$ cat src/rtl/hazard_unit_mc_pkg.sv
// ----------------------------------------------------------------------------
// hazard_pkg
// Shared definitions for the multi-cycle pipeline hazard unit.
//   FWD_*      : encodings of the E-stage operand forwarding selects
//   mdState_t  : states of the multiply/divide interlock FSM
// ----------------------------------------------------------------------------
package hazard_pkg;

    localparam logic [1:0] FWD_RF  = 2'b00;  // operand from register file
    localparam logic [1:0] FWD_W   = 2'b01;  // W-stage result
    localparam logic [1:0] FWD_M   = 2'b10;  // M-stage ALU result
    localparam logic [1:0] FWD_LUI = 2'b11;  // M-stage LUI immediate

    typedef enum logic {
        MD_IDLE = 1'b0,
        MD_BUSY = 1'b1
    } mdState_t;

endpackage

$ cat src/rtl/hazard_unit_mc_if.sv
// ----------------------------------------------------------------------------
// hazard_unit_mc_if
// Bundles the datapath <-> hazard unit signals.
//   Datapath -> hazard : rs1D, rs2D, useRs1D, useRs2D, rs1E, rs2E, rdE, rdM,
//                        rdW, loadE, regWriteM, regWriteW, luiM, pcSrcE,
//                        mdStartE
//   Hazard -> datapath : forwardAE, forwardBE, stallF, stallD, stallE,
//                        flushD, flushE, flushM, mdBusy
// Modports:
//   master : datapath side (drives pipeline info, receives controls)
//   slave  : hazard unit side
// ----------------------------------------------------------------------------
interface hazard_unit_mc_if #(
    parameter int REG_AW = 5
);

    logic [REG_AW-1:0] rs1D;
    logic [REG_AW-1:0] rs2D;
    logic              useRs1D;
    logic              useRs2D;
    logic [REG_AW-1:0] rs1E;
    logic [REG_AW-1:0] rs2E;
    logic [REG_AW-1:0] rdE;
    logic [REG_AW-1:0] rdM;
    logic [REG_AW-1:0] rdW;
    logic              loadE;
    logic              regWriteM;
    logic              regWriteW;
    logic              luiM;
    logic [1:0]        pcSrcE;
    logic              mdStartE;

    logic [1:0]        forwardAE;
    logic [1:0]        forwardBE;
    logic              stallF;
    logic              stallD;
    logic              stallE;
    logic              flushD;
    logic              flushE;
    logic              flushM;
    logic              mdBusy;

    modport master (
        output rs1D, rs2D, useRs1D, useRs2D, rs1E, rs2E, rdE, rdM, rdW,
               loadE, regWriteM, regWriteW, luiM, pcSrcE, mdStartE,
        input  forwardAE, forwardBE, stallF, stallD, stallE,
               flushD, flushE, flushM, mdBusy
    );

    modport slave (
        input  rs1D, rs2D, useRs1D, useRs2D, rs1E, rs2E, rdE, rdM, rdW,
               loadE, regWriteM, regWriteW, luiM, pcSrcE, mdStartE,
        output forwardAE, forwardBE, stallF, stallD, stallE,
               flushD, flushE, flushM, mdBusy
    );

endinterface

$ cat src/rtl/hazard_unit_mc_fwd_sel.sv
// ----------------------------------------------------------------------------
// hazard_fwd_sel
// Combinational forwarding select for one E-stage source operand.
// Ports:
//   rsE        in  source register index in E
//   rdM, rdW   in  destination indices in M and W
//   regWriteM  in  M instruction writes a register
//   regWriteW  in  W instruction writes a register
//   luiM       in  M instruction is LUI (result is the immediate)
//   fwdSel     out forwarding select (hazard_pkg::FWD_*)
// ----------------------------------------------------------------------------
module hazard_fwd_sel
    import hazard_pkg::*;
#(
    parameter int REG_AW = 5
) (
    input  logic [REG_AW-1:0] rsE,
    input  logic [REG_AW-1:0] rdM,
    input  logic [REG_AW-1:0] rdW,
    input  logic              regWriteM,
    input  logic              regWriteW,
    input  logic              luiM,
    output logic [1:0]        fwdSel
);

    // x0 never forwards; the younger M result shadows W.
    always_comb begin
        fwdSel = FWD_RF;
        if (rsE != '0) begin
            if (regWriteM && (rsE == rdM)) begin
                fwdSel = luiM ? FWD_LUI : FWD_M;
            end else if (regWriteW && (rsE == rdW)) begin
                fwdSel = FWD_W;
            end
        end
    end

endmodule

$ cat src/rtl/hazard_unit_mc.sv
// ----------------------------------------------------------------------------
// hazard_unit_mc
// Hazard unit for a 5-stage RISC-V pipeline with a variable-latency
// multiply/divide unit that holds its instruction in E for MD_LAT cycles.
// Produces forwarding selects, load-use stalls, redirect flushes and the
// MD interlock.
// Parameters:
//   REG_AW : register index width
//   MD_LAT : cycles an MD instruction occupies E (>= 1)
//   CNT_W  : performance counter width
// Ports:
//   clk    in  pipeline clock, rising edge
//   rst_n  in  asynchronous active-low reset
//   hz     slave side of hazard_unit_mc_if
// Optional (macro HAZARD_PERF_CNT_EN defined):
//   stallCycles  out cycles with stallF high (saturating)
//   flushEvents  out cycles with flushD or flushE high (saturating)
//   mdCycles     out cycles with mdBusy high (saturating)
// ----------------------------------------------------------------------------
module hazard_unit_mc
    import hazard_pkg::*;
#(
    parameter int REG_AW = 5,
    parameter int MD_LAT = 4,
    parameter int CNT_W  = 32
) (
    input  logic                clk,
    input  logic                rst_n,
    hazard_unit_mc_if.slave     hz
`ifdef HAZARD_PERF_CNT_EN
    ,
    output logic [CNT_W-1:0]    stallCycles,
    output logic [CNT_W-1:0]    flushEvents,
    output logic [CNT_W-1:0]    mdCycles
`endif
);

    localparam int MD_CW    = $clog2(MD_LAT) + 1;
    localparam bit MD_MULTI = (MD_LAT > 1);

    // Reject nonsensical configurations at elaboration.
    if (MD_LAT < 1 || CNT_W < 1) begin : gBadParam
        $error("hazard_unit_mc: MD_LAT and CNT_W must be >= 1");
    end

    mdState_t          state;
    mdState_t          stateNext;
    logic [MD_CW-1:0]  cnt;
    logic [MD_CW-1:0]  cntNext;

    logic lwStall;
    logic redirect;
    logic mdStartOk;
    logic mdBusyInt;
    logic lwGated;
    logic redirGated;

    hazard_fwd_sel #(.REG_AW(REG_AW)) uFwdA (
        .rsE       (hz.rs1E),
        .rdM       (hz.rdM),
        .rdW       (hz.rdW),
        .regWriteM (hz.regWriteM),
        .regWriteW (hz.regWriteW),
        .luiM      (hz.luiM),
        .fwdSel    (hz.forwardAE)
    );

    hazard_fwd_sel #(.REG_AW(REG_AW)) uFwdB (
        .rsE       (hz.rs2E),
        .rdM       (hz.rdM),
        .rdW       (hz.rdW),
        .regWriteM (hz.regWriteM),
        .regWriteW (hz.regWriteW),
        .luiM      (hz.luiM),
        .fwdSel    (hz.forwardBE)
    );

    // Hazard detection; a redirect squashes an MD op before it starts.
    always_comb begin
        lwStall   = hz.loadE && (hz.rdE != '0) &&
                    ((hz.useRs1D && (hz.rs1D == hz.rdE)) ||
                     (hz.useRs2D && (hz.rs2D == hz.rdE)));
        redirect  = (hz.pcSrcE != 2'b00);
        mdStartOk = hz.mdStartE && !redirect && MD_MULTI;
    end

    // MD interlock state register.
    always_ff @(posedge clk or negedge rst_n) begin
        if (!rst_n) begin
            state <= MD_IDLE;
            cnt   <= '0;
        end else begin
            state <= stateNext;
            cnt   <= cntNext;
        end
    end

    // The first E cycle is served from IDLE, so BUSY only covers the
    // remaining MD_LAT-1 cycles; cnt counts those down to 1.
    always_comb begin
        stateNext = state;
        cntNext   = cnt;
        case (state)
            MD_IDLE: begin
                if (mdStartOk) begin
                    stateNext = MD_BUSY;
                    cntNext   = MD_CW'(MD_LAT - 1);
                end
            end
            MD_BUSY: begin
                cntNext = cnt - MD_CW'(1);
                if (cnt == MD_CW'(1)) begin
                    stateNext = MD_IDLE;
                end
            end
            default: begin
                stateNext = MD_IDLE;
                cntNext   = '0;
            end
        endcase
    end

    // Pipeline controls; everything is held low while reset is asserted,
    // and the MD interlock overrides load-use and redirect flushes.
    always_comb begin
        mdBusyInt  = rst_n && ((state == MD_BUSY) ||
                               ((state == MD_IDLE) && mdStartOk));
        lwGated    = rst_n && lwStall;
        redirGated = rst_n && redirect;

        hz.mdBusy = mdBusyInt;
        hz.stallF = lwGated || mdBusyInt;
        hz.stallD = lwGated || mdBusyInt;
        hz.stallE = mdBusyInt;
        hz.flushM = mdBusyInt;
        hz.flushD = redirGated && !mdBusyInt;
        hz.flushE = (lwGated || redirGated) && !mdBusyInt;
    end

`ifdef HAZARD_PERF_CNT_EN
    // Saturating event counters.
    always_ff @(posedge clk or negedge rst_n) begin
        if (!rst_n) begin
            stallCycles <= '0;
            flushEvents <= '0;
            mdCycles    <= '0;
        end else begin
            if (hz.stallF && (stallCycles != '1)) begin
                stallCycles <= stallCycles + CNT_W'(1);
            end
            if ((hz.flushD || hz.flushE) && (flushEvents != '1)) begin
                flushEvents <= flushEvents + CNT_W'(1);
            end
            if (mdBusyInt && (mdCycles != '1)) begin
                mdCycles <= mdCycles + CNT_W'(1);
            end
        end
    end
`endif

endmodule

$ cat src/flat_wrapper.sv
// flat-port wrapper written by rule: the top's interface ports become plain ports
module hazard_unit_mc_flat import hazard_pkg::*;
#(
    parameter int REG_AW = 5,
    parameter int MD_LAT = 4,
    parameter int CNT_W  = 32
)
  (clk, rst_n, hz_rs1D, hz_rs2D, hz_useRs1D, hz_useRs2D, hz_rs1E, hz_rs2E, hz_rdE, hz_rdM, hz_rdW, hz_loadE, hz_regWriteM, hz_regWriteW, hz_luiM, hz_pcSrcE, hz_mdStartE, hz_forwardAE, hz_forwardBE, hz_stallF, hz_stallD, hz_stallE, hz_flushD, hz_flushE, hz_flushM, hz_mdBusy);
  hazard_unit_mc_if #(.REG_AW(REG_AW)) hz_i ();
  input  logic clk;
  input  logic rst_n;
  input wire logic [$bits(hz_i.rs1D)-1:0] hz_rs1D;
  input wire logic [$bits(hz_i.rs2D)-1:0] hz_rs2D;
  input wire logic [$bits(hz_i.useRs1D)-1:0] hz_useRs1D;
  input wire logic [$bits(hz_i.useRs2D)-1:0] hz_useRs2D;
  input wire logic [$bits(hz_i.rs1E)-1:0] hz_rs1E;
  input wire logic [$bits(hz_i.rs2E)-1:0] hz_rs2E;
  input wire logic [$bits(hz_i.rdE)-1:0] hz_rdE;
  input wire logic [$bits(hz_i.rdM)-1:0] hz_rdM;
  input wire logic [$bits(hz_i.rdW)-1:0] hz_rdW;
  input wire logic [$bits(hz_i.loadE)-1:0] hz_loadE;
  input wire logic [$bits(hz_i.regWriteM)-1:0] hz_regWriteM;
  input wire logic [$bits(hz_i.regWriteW)-1:0] hz_regWriteW;
  input wire logic [$bits(hz_i.luiM)-1:0] hz_luiM;
  input wire logic [$bits(hz_i.pcSrcE)-1:0] hz_pcSrcE;
  input wire logic [$bits(hz_i.mdStartE)-1:0] hz_mdStartE;
  output wire logic [$bits(hz_i.forwardAE)-1:0] hz_forwardAE;
  output wire logic [$bits(hz_i.forwardBE)-1:0] hz_forwardBE;
  output wire logic [$bits(hz_i.stallF)-1:0] hz_stallF;
  output wire logic [$bits(hz_i.stallD)-1:0] hz_stallD;
  output wire logic [$bits(hz_i.stallE)-1:0] hz_stallE;
  output wire logic [$bits(hz_i.flushD)-1:0] hz_flushD;
  output wire logic [$bits(hz_i.flushE)-1:0] hz_flushE;
  output wire logic [$bits(hz_i.flushM)-1:0] hz_flushM;
  output wire logic [$bits(hz_i.mdBusy)-1:0] hz_mdBusy;
  assign hz_i.rs1D = hz_rs1D;
  assign hz_i.rs2D = hz_rs2D;
  assign hz_i.useRs1D = hz_useRs1D;
  assign hz_i.useRs2D = hz_useRs2D;
  assign hz_i.rs1E = hz_rs1E;
  assign hz_i.rs2E = hz_rs2E;
  assign hz_i.rdE = hz_rdE;
  assign hz_i.rdM = hz_rdM;
  assign hz_i.rdW = hz_rdW;
  assign hz_i.loadE = hz_loadE;
  assign hz_i.regWriteM = hz_regWriteM;
  assign hz_i.regWriteW = hz_regWriteW;
  assign hz_i.luiM = hz_luiM;
  assign hz_i.pcSrcE = hz_pcSrcE;
  assign hz_i.mdStartE = hz_mdStartE;
  assign hz_forwardAE = hz_i.forwardAE;
  assign hz_forwardBE = hz_i.forwardBE;
  assign hz_stallF = hz_i.stallF;
  assign hz_stallD = hz_i.stallD;
  assign hz_stallE = hz_i.stallE;
  assign hz_flushD = hz_i.flushD;
  assign hz_flushE = hz_i.flushE;
  assign hz_flushM = hz_i.flushM;
  assign hz_mdBusy = hz_i.mdBusy;
  hazard_unit_mc #(.REG_AW(REG_AW), .MD_LAT(MD_LAT), .CNT_W(CNT_W)) u_core (.clk(clk), .rst_n(rst_n), .hz(hz_i));
endmodule
$ cat config.mk
export PLATFORM = sky130hd
export DESIGN_NAME = hazard_unit_mc_flat
export DESIGN_NICKNAME = d
export VERILOG_FILES = /design/src/rtl/hazard_unit_mc_pkg.sv /design/src/rtl/hazard_unit_mc_if.sv /design/src/rtl/hazard_unit_mc_fwd_sel.sv /design/src/rtl/hazard_unit_mc.sv /design/src/flat_wrapper.sv
export SDC_FILE = /design/constraint.sdc
export NUM_CORES = 1
export LEC_CHECK = 0
export CAP_MARGIN = 10
export CORE_ASPECT_RATIO = 1.4
export CORE_UTILIZATION = 31
export CTS_CLUSTER_SIZE = 40
export DETAILED_ROUTE_END_ITERATION = 8
export PLACE_DENSITY = 0.79
export SYNTH_ARGS = -nofsm -noshare
export SYNTH_HDL_FRONTEND = slang
export SYNTH_SLANG_ARGS = --single-unit
$ cat constraint.sdc
create_clock -name clk -period 3.42 [get_ports clk]
set_clock_uncertainty 0.15 [all_clocks]
set_input_delay 1.026 -clock clk [delete_from_list [all_inputs] [get_ports clk]]
set_output_delay 1.026 -clock clk [all_outputs]
set_load 0.03 [all_outputs]
# After elaboration in Yosys (flattened, before gate mapping)
# Cells that the tools add are included.
word_totals:
  register_bits: 4
  inputBits: 46
  word_cells: 49
op_classes:
  n_addsub: 1
  n_eq_ne: 8
  muxes: 12
  bitwise: 1
  reduce_logical: 25
op_table:
  columns: ["operator", "count"]
  rows:
  - ["equality test 5 bit", 6]
  - ["logical AND 1 bit", 15]
  - ["nonzero test 5 bit", 3]
  - ["two-way mux 2 bit", 4]
  - ["one-hot mux 3 bit (2 select lines)", 1]
  - ["two-way mux 1 bit", 5]
  - ["logical OR 1 bit", 4]
  - ["equality test 3 x 1 -> 1 bit (second input constant)", 1]
  - ["two-way mux 3 bit", 1]
  - ["subtractor 3 x 1 -> 3 bit (second input constant)", 1]
  - ["zero test 1 bit", 2]
  - ["!= test 2 x 1 -> 1 bit (second input constant)", 1]
  - ["one-hot mux 1 bit (2 select lines)", 1]
  - ["nonzero test 2 bit", 1]
  - ["inverter 1 bit", 1]

# Depth between registers and ports, before layout
logic_depth:
  word_depth: 8
  mapped_depth: 6
  mapped_depth_nobuf: 5

# By module
# From an unflattened synthesis, not the netlist that was laid out.
unflattened:
  hier_cells: 88
  area_unflattened_um2: 748.2
modules_own_cells:
  columns: ["mod", "instances", "cells_per_inst", "area_each_um2"]
  rows:
  - ["hazard_unit_mc", 1, 42, 390.4]
  - ["hazard_fwd_sel", 2, 23, 178.9]

# Worst setup path after synthesis
# No wires, ideal clock.
synth_timing:
  kind: "in2out"
  from: "input port hz_rdE[1]"
  to: "output port hz_stallF"
  arrival_ps: 2374
  path_slack_ps: -130
  path_stages: 6
  n_path_buf: 1
  cell_sequence: "xnor2_1 nand4_1 o22ai_1 o211ai_2 a21boi_1 buf_4"
synth_between:
  elab_chain_len: 6
  word_cells_on_any_way: 10
  cone_classes: "2 x eq/ne; 8 x reduce/logical"
synth_rtl:
  columns: ["element", "line", "rtl"]
  rows:
  - ["start, declared", "flat_wrapper.sv:18", "input wire logic [$bits(hz_i.rdE)-1:0] hz_rdE;"]
  - ["equality test 5 bit, on equally long branches", "hazard_unit_mc.sv:81, hazard_unit_mc.sv:82", null]
  - ["logical AND 1 bit, on equally long branches", "hazard_unit_mc.sv:81, hazard_unit_mc.sv:82", null]
  - ["logical OR 1 bit", "hazard_unit_mc.sv:81", "((hz.useRs1D && (hz.rs1D == hz.rdE)) ||"]
  - ["logical AND 1 bit (*)", "hazard_unit_mc.sv:80", "lwStall = hz.loadE && (hz.rdE != '0) &&"]
  - ["logical AND 1 bit (*)", "hazard_unit_mc.sv:128", "lwGated = rst_n && lwStall;"]
  - ["logical OR 1 bit (*)", null, null]
  - ["end, declared", "flat_wrapper.sv:29", "output wire logic [$bits(hz_i.stallF)-1:0] hz_stallF;"]
# Every way passes the cells marked *; elsewhere a longest branch is shown, timed or not.

# Worst setup path after layout
layout_timing:
  from: "input port hz_rdM[3]"
  to: "output port hz_forwardAE[0]"
layout_between:
  elab_chain_len: 4
layout_rtl:
  columns: ["element", "line", "rtl"]
  rows:
  - ["start, declared", "flat_wrapper.sv:19", "input wire logic [$bits(hz_i.rdM)-1:0] hz_rdM;"]
  - ["equality test 5 bit", "hazard_unit_mc_fwd_sel.sv:30", "if (regWriteM && (rsE == rdM)) begin"]
  - ["logical AND 1 bit", "hazard_unit_mc_fwd_sel.sv:30", null]
  - ["two-way mux 2 bit", "hazard_unit_mc_fwd_sel.sv:30", null]
  - ["two-way mux 2 bit", "hazard_unit_mc_fwd_sel.sv:29", "if (rsE != '0) begin"]
  - ["end, declared", "flat_wrapper.sv:27", "output wire logic [$bits(hz_i.forwardAE)-1:0] hz_forwardAE;"]
# No other way between the ends.

==> impl_metrics.yaml <==
power:
  leakage_nw: 0.6511
  p_sw_mw: 0.1850
  switching_share_pct: 42.22
  internal_power_mw: 0.2531
  power.total_mw: 0.4381
  vdd_drop_max_mv: 0.3975
  combPwrFrac_pct: 67.1
  p_clk_share_pct: 12.8
  powerDensity_nw_per_um2: 330.9
  pwr-share-seq_pct: 20.1
detailed_routing:
  first_pass_iters: 3
  drc: 0
  viasPerCell: 5.023
  ant_nets: 0
  avgRoutedWirePerCell_um: 13.88
  route.vias.total: 869
  wl_um: 2401
  drt_iter0_drc: 2
timing:
  slew_viol_final: 0
  setup-tns-final_ps: 0
  layout_setup_ws_ps: 65.43
  hold_viol: 0
  period_minus_slack_ps: 3355
  tightest_slew_ps: 252.5
  setup_viol: 0
  relSlewSlack_pct: 83.03
  fmax_mhz: 298.1
  post-route-period-util_pct: 98.09
  rsz0062_at_grt: "true"
clock_network:
  cts_sinks: 4
  cts_max_level: 1
  clock_latency_ps: 230
  cts_max_path_buffers: 2
  post-cts-setup-buffer-count: 0
  cts_tree: "built"
  root_buffer: "clkbuf_4"
  numCtsBuffers: 3
  clkTransAtPathRegs_ps: 30
critical_path:
  reg2reg_from: "u_core.cnt[0]"
  critPathKind: "input pin to output port"
  crit_path_start: "hz_rdM[3]"
  crit_arrival_ps: 2180
  required_ps: 2240
  critPathMaxFanout: 2
  crit_path_end_kind: "output port"
  cp-start-kind: "input pin"
layout:
  layout_commonest_cell: "buf_4"
  final_cell_mix: "buf_4, clkbuf_2, xnor2_1"
  nNetsFinal: 202
  layout-drive-gt1-share_pct: 49.34
  stdcell_area_um2: 1324
  areaGrowthSynthToFinish_pct: 101.1
  layoutNonFillerInstCount: 173
  n_antenna_cell: 0
yosys:
  synth_nets: 129
  ys_seq_area_share_pct: 15.21
  yosys.area_share.adder_pct: 3.802
  synth_area_leaders: "xor2_1, xnor2_1, dfrtp_1, mux2i_1, nor2_1"
  synth-seq-cells: 4
  synth_xor_area_share_pct: 39.92
  synth.top_cell.area_share_pct: 21.29
  syn_avg_cell_area_um2: 8.125
  ys.warnings.count: 0
  synth_area_um2: 658.1
  ys_types: 23
  synthMuxAreaShare_pct: 4.563
  synth-simple-area-share_pct: 22.24
  synth-compound-area-share_pct: 9.125
  synth_area_leader_cell: "xor2_1"
  synth_top_family_by_area: "XOR/XNOR gates"
  synth_cells: 81
placed_design:
  finalWeightedCongestion: 0.6283
  io_buffers: 56
  place_inst: 170
  hpwl_um: 1964
  dpl-instance-area_um2: 1311
  pre_cts_ws_ps: -329.0
worst_hold_path:
  hold_path_class: "register to register"
  min_from: "u_core.cnt[2]"
die:
  fp.dieW_um: 40.94
  initial_core_util_pct: 33.35
  row_count: 19
  design.die.area_um2: 2314
  coreArea_um2: 1973
  die_h_um: 56.52
  ios: 57
grt:
  grt_busiest_layer: "met2"
  grt_use_met3_pct: 4.743
  grt_pass1_wl_um: 3415
  grt_pass1_vias: 908
  grt_max_degree: 7
  grt.met2_usage_pct: 44.42
  overflow: 0
  antenna_found_initial: 0
  grt_util_all_layers_pct: 21.17
  use_met1_pct: 14.64
flow_run:
  maxCapViolations: 0
run_status:
  outcome: "completed"
power groups by stage:
stage / Clock (mW) / Combinational (mW) / Sequential [mW]
2_1_floorplan: 0 / 0.159 / 0.0831
3_3_place_gp: 0 / 0.281 / 0.0861
3_5_place_dp: 0 / 0.292 / 0.0876
4_1_cts: 0.0595 / 0.293 / 0.0878
5_1_grt: 0.0614 / 0.320 / 0.0909
6_report: 0.0560 / 0.294 / 0.0879
metrics by stage:
step / util (%) / hold slack [ps]
global placement: 66.46 / 323.3
floorplan: - / 300.5
detailed placement: 66.46 / 333.6
global route: 67.09 / 379.0
finish: 67.09 / 339.3
CTS: 67.66 / 342.5
worst max-delay path, cell delays in order:
cell	delay, ps
buf_8	100
buf_6	110
xor2_2	130
nor4_2	250
nand3_1	160
mux2i_1	140
nor2_1	90
buf_4	160
kinds of logic after synthesis:
group / Yosys count
adder cells (fa/ha/maj): 2
AND/OR/NAND/NOR: 27
flip-flops: 4
AO/OA/AOI/OAI: 9
XOR/XNOR: 30
multiplexers: 3
buffers and inverters: 6
final timing paths:
path,cells after the start,end,slack (ps)
worst max-delay path,8,hz_forwardAE[0],70
worst min-delay path,1,u_core.cnt[2],340
worst max register to register,5,u_core.cnt[2],2210
worst min register to register,1,u_core.cnt[2],340
max in group asynchronous,2,u_core.state,2000
min in group asynchronous,2,u_core.cnt[1],1020
state kept, by name, indices dropped and copies added (netlist names):
register	flops
u_core.cnt	3
u_core.state	1
final cells by class:
| type | count | area (µm²) |
|---|---|---|
| Inverter | 3 | 11.26 |
| Multi-Input combinational cell | 71 | 618.1 |
| Sequential cell | 4 | 100.1 |
| Clock buffer | 3 | 22.52 |
| Tap cell | 21 | 26.28 |
| Timing Repair Buffer | 71 | 545.5 |
| Fill cell | 172 | 649.4 |
what timing repair did:
item,4_1_cts,5_1_grt
pin swaps,30,23
endpoints found under the setup margin,7,6
hold buffers,0,0
gates resized for setup,80,49
endpoints found under the hold margin,0,0
cell usage after synthesis:
library cell	number
nor4_1	3
o211ai_2	1
o22ai_1	1
buf_4	3
mux2i_1	3
nand3_1	2
a31oi_1	1
a22oi_1	1
a21oi_1	2
dfrtp_1	4
nand4_1	2
nand2_1	4
nor4_2	1
xor2_1	16
inv_1	3
or4_1	3
xnor2_1	14
nor2b_1	2
nor2_1	8
o21ai_0	2
ha_1	2
a21boi_1	1
and3_1	2
metal layers:
metal,wire length [µm],vias to the layer above,share of wire [%]
met5,0,-,0
met4,0,0,0
met3,264,0,11
met2,1387,53,58
met1,750,400,31
li1,-,416,-
Power figures use the tool's default switching activity.
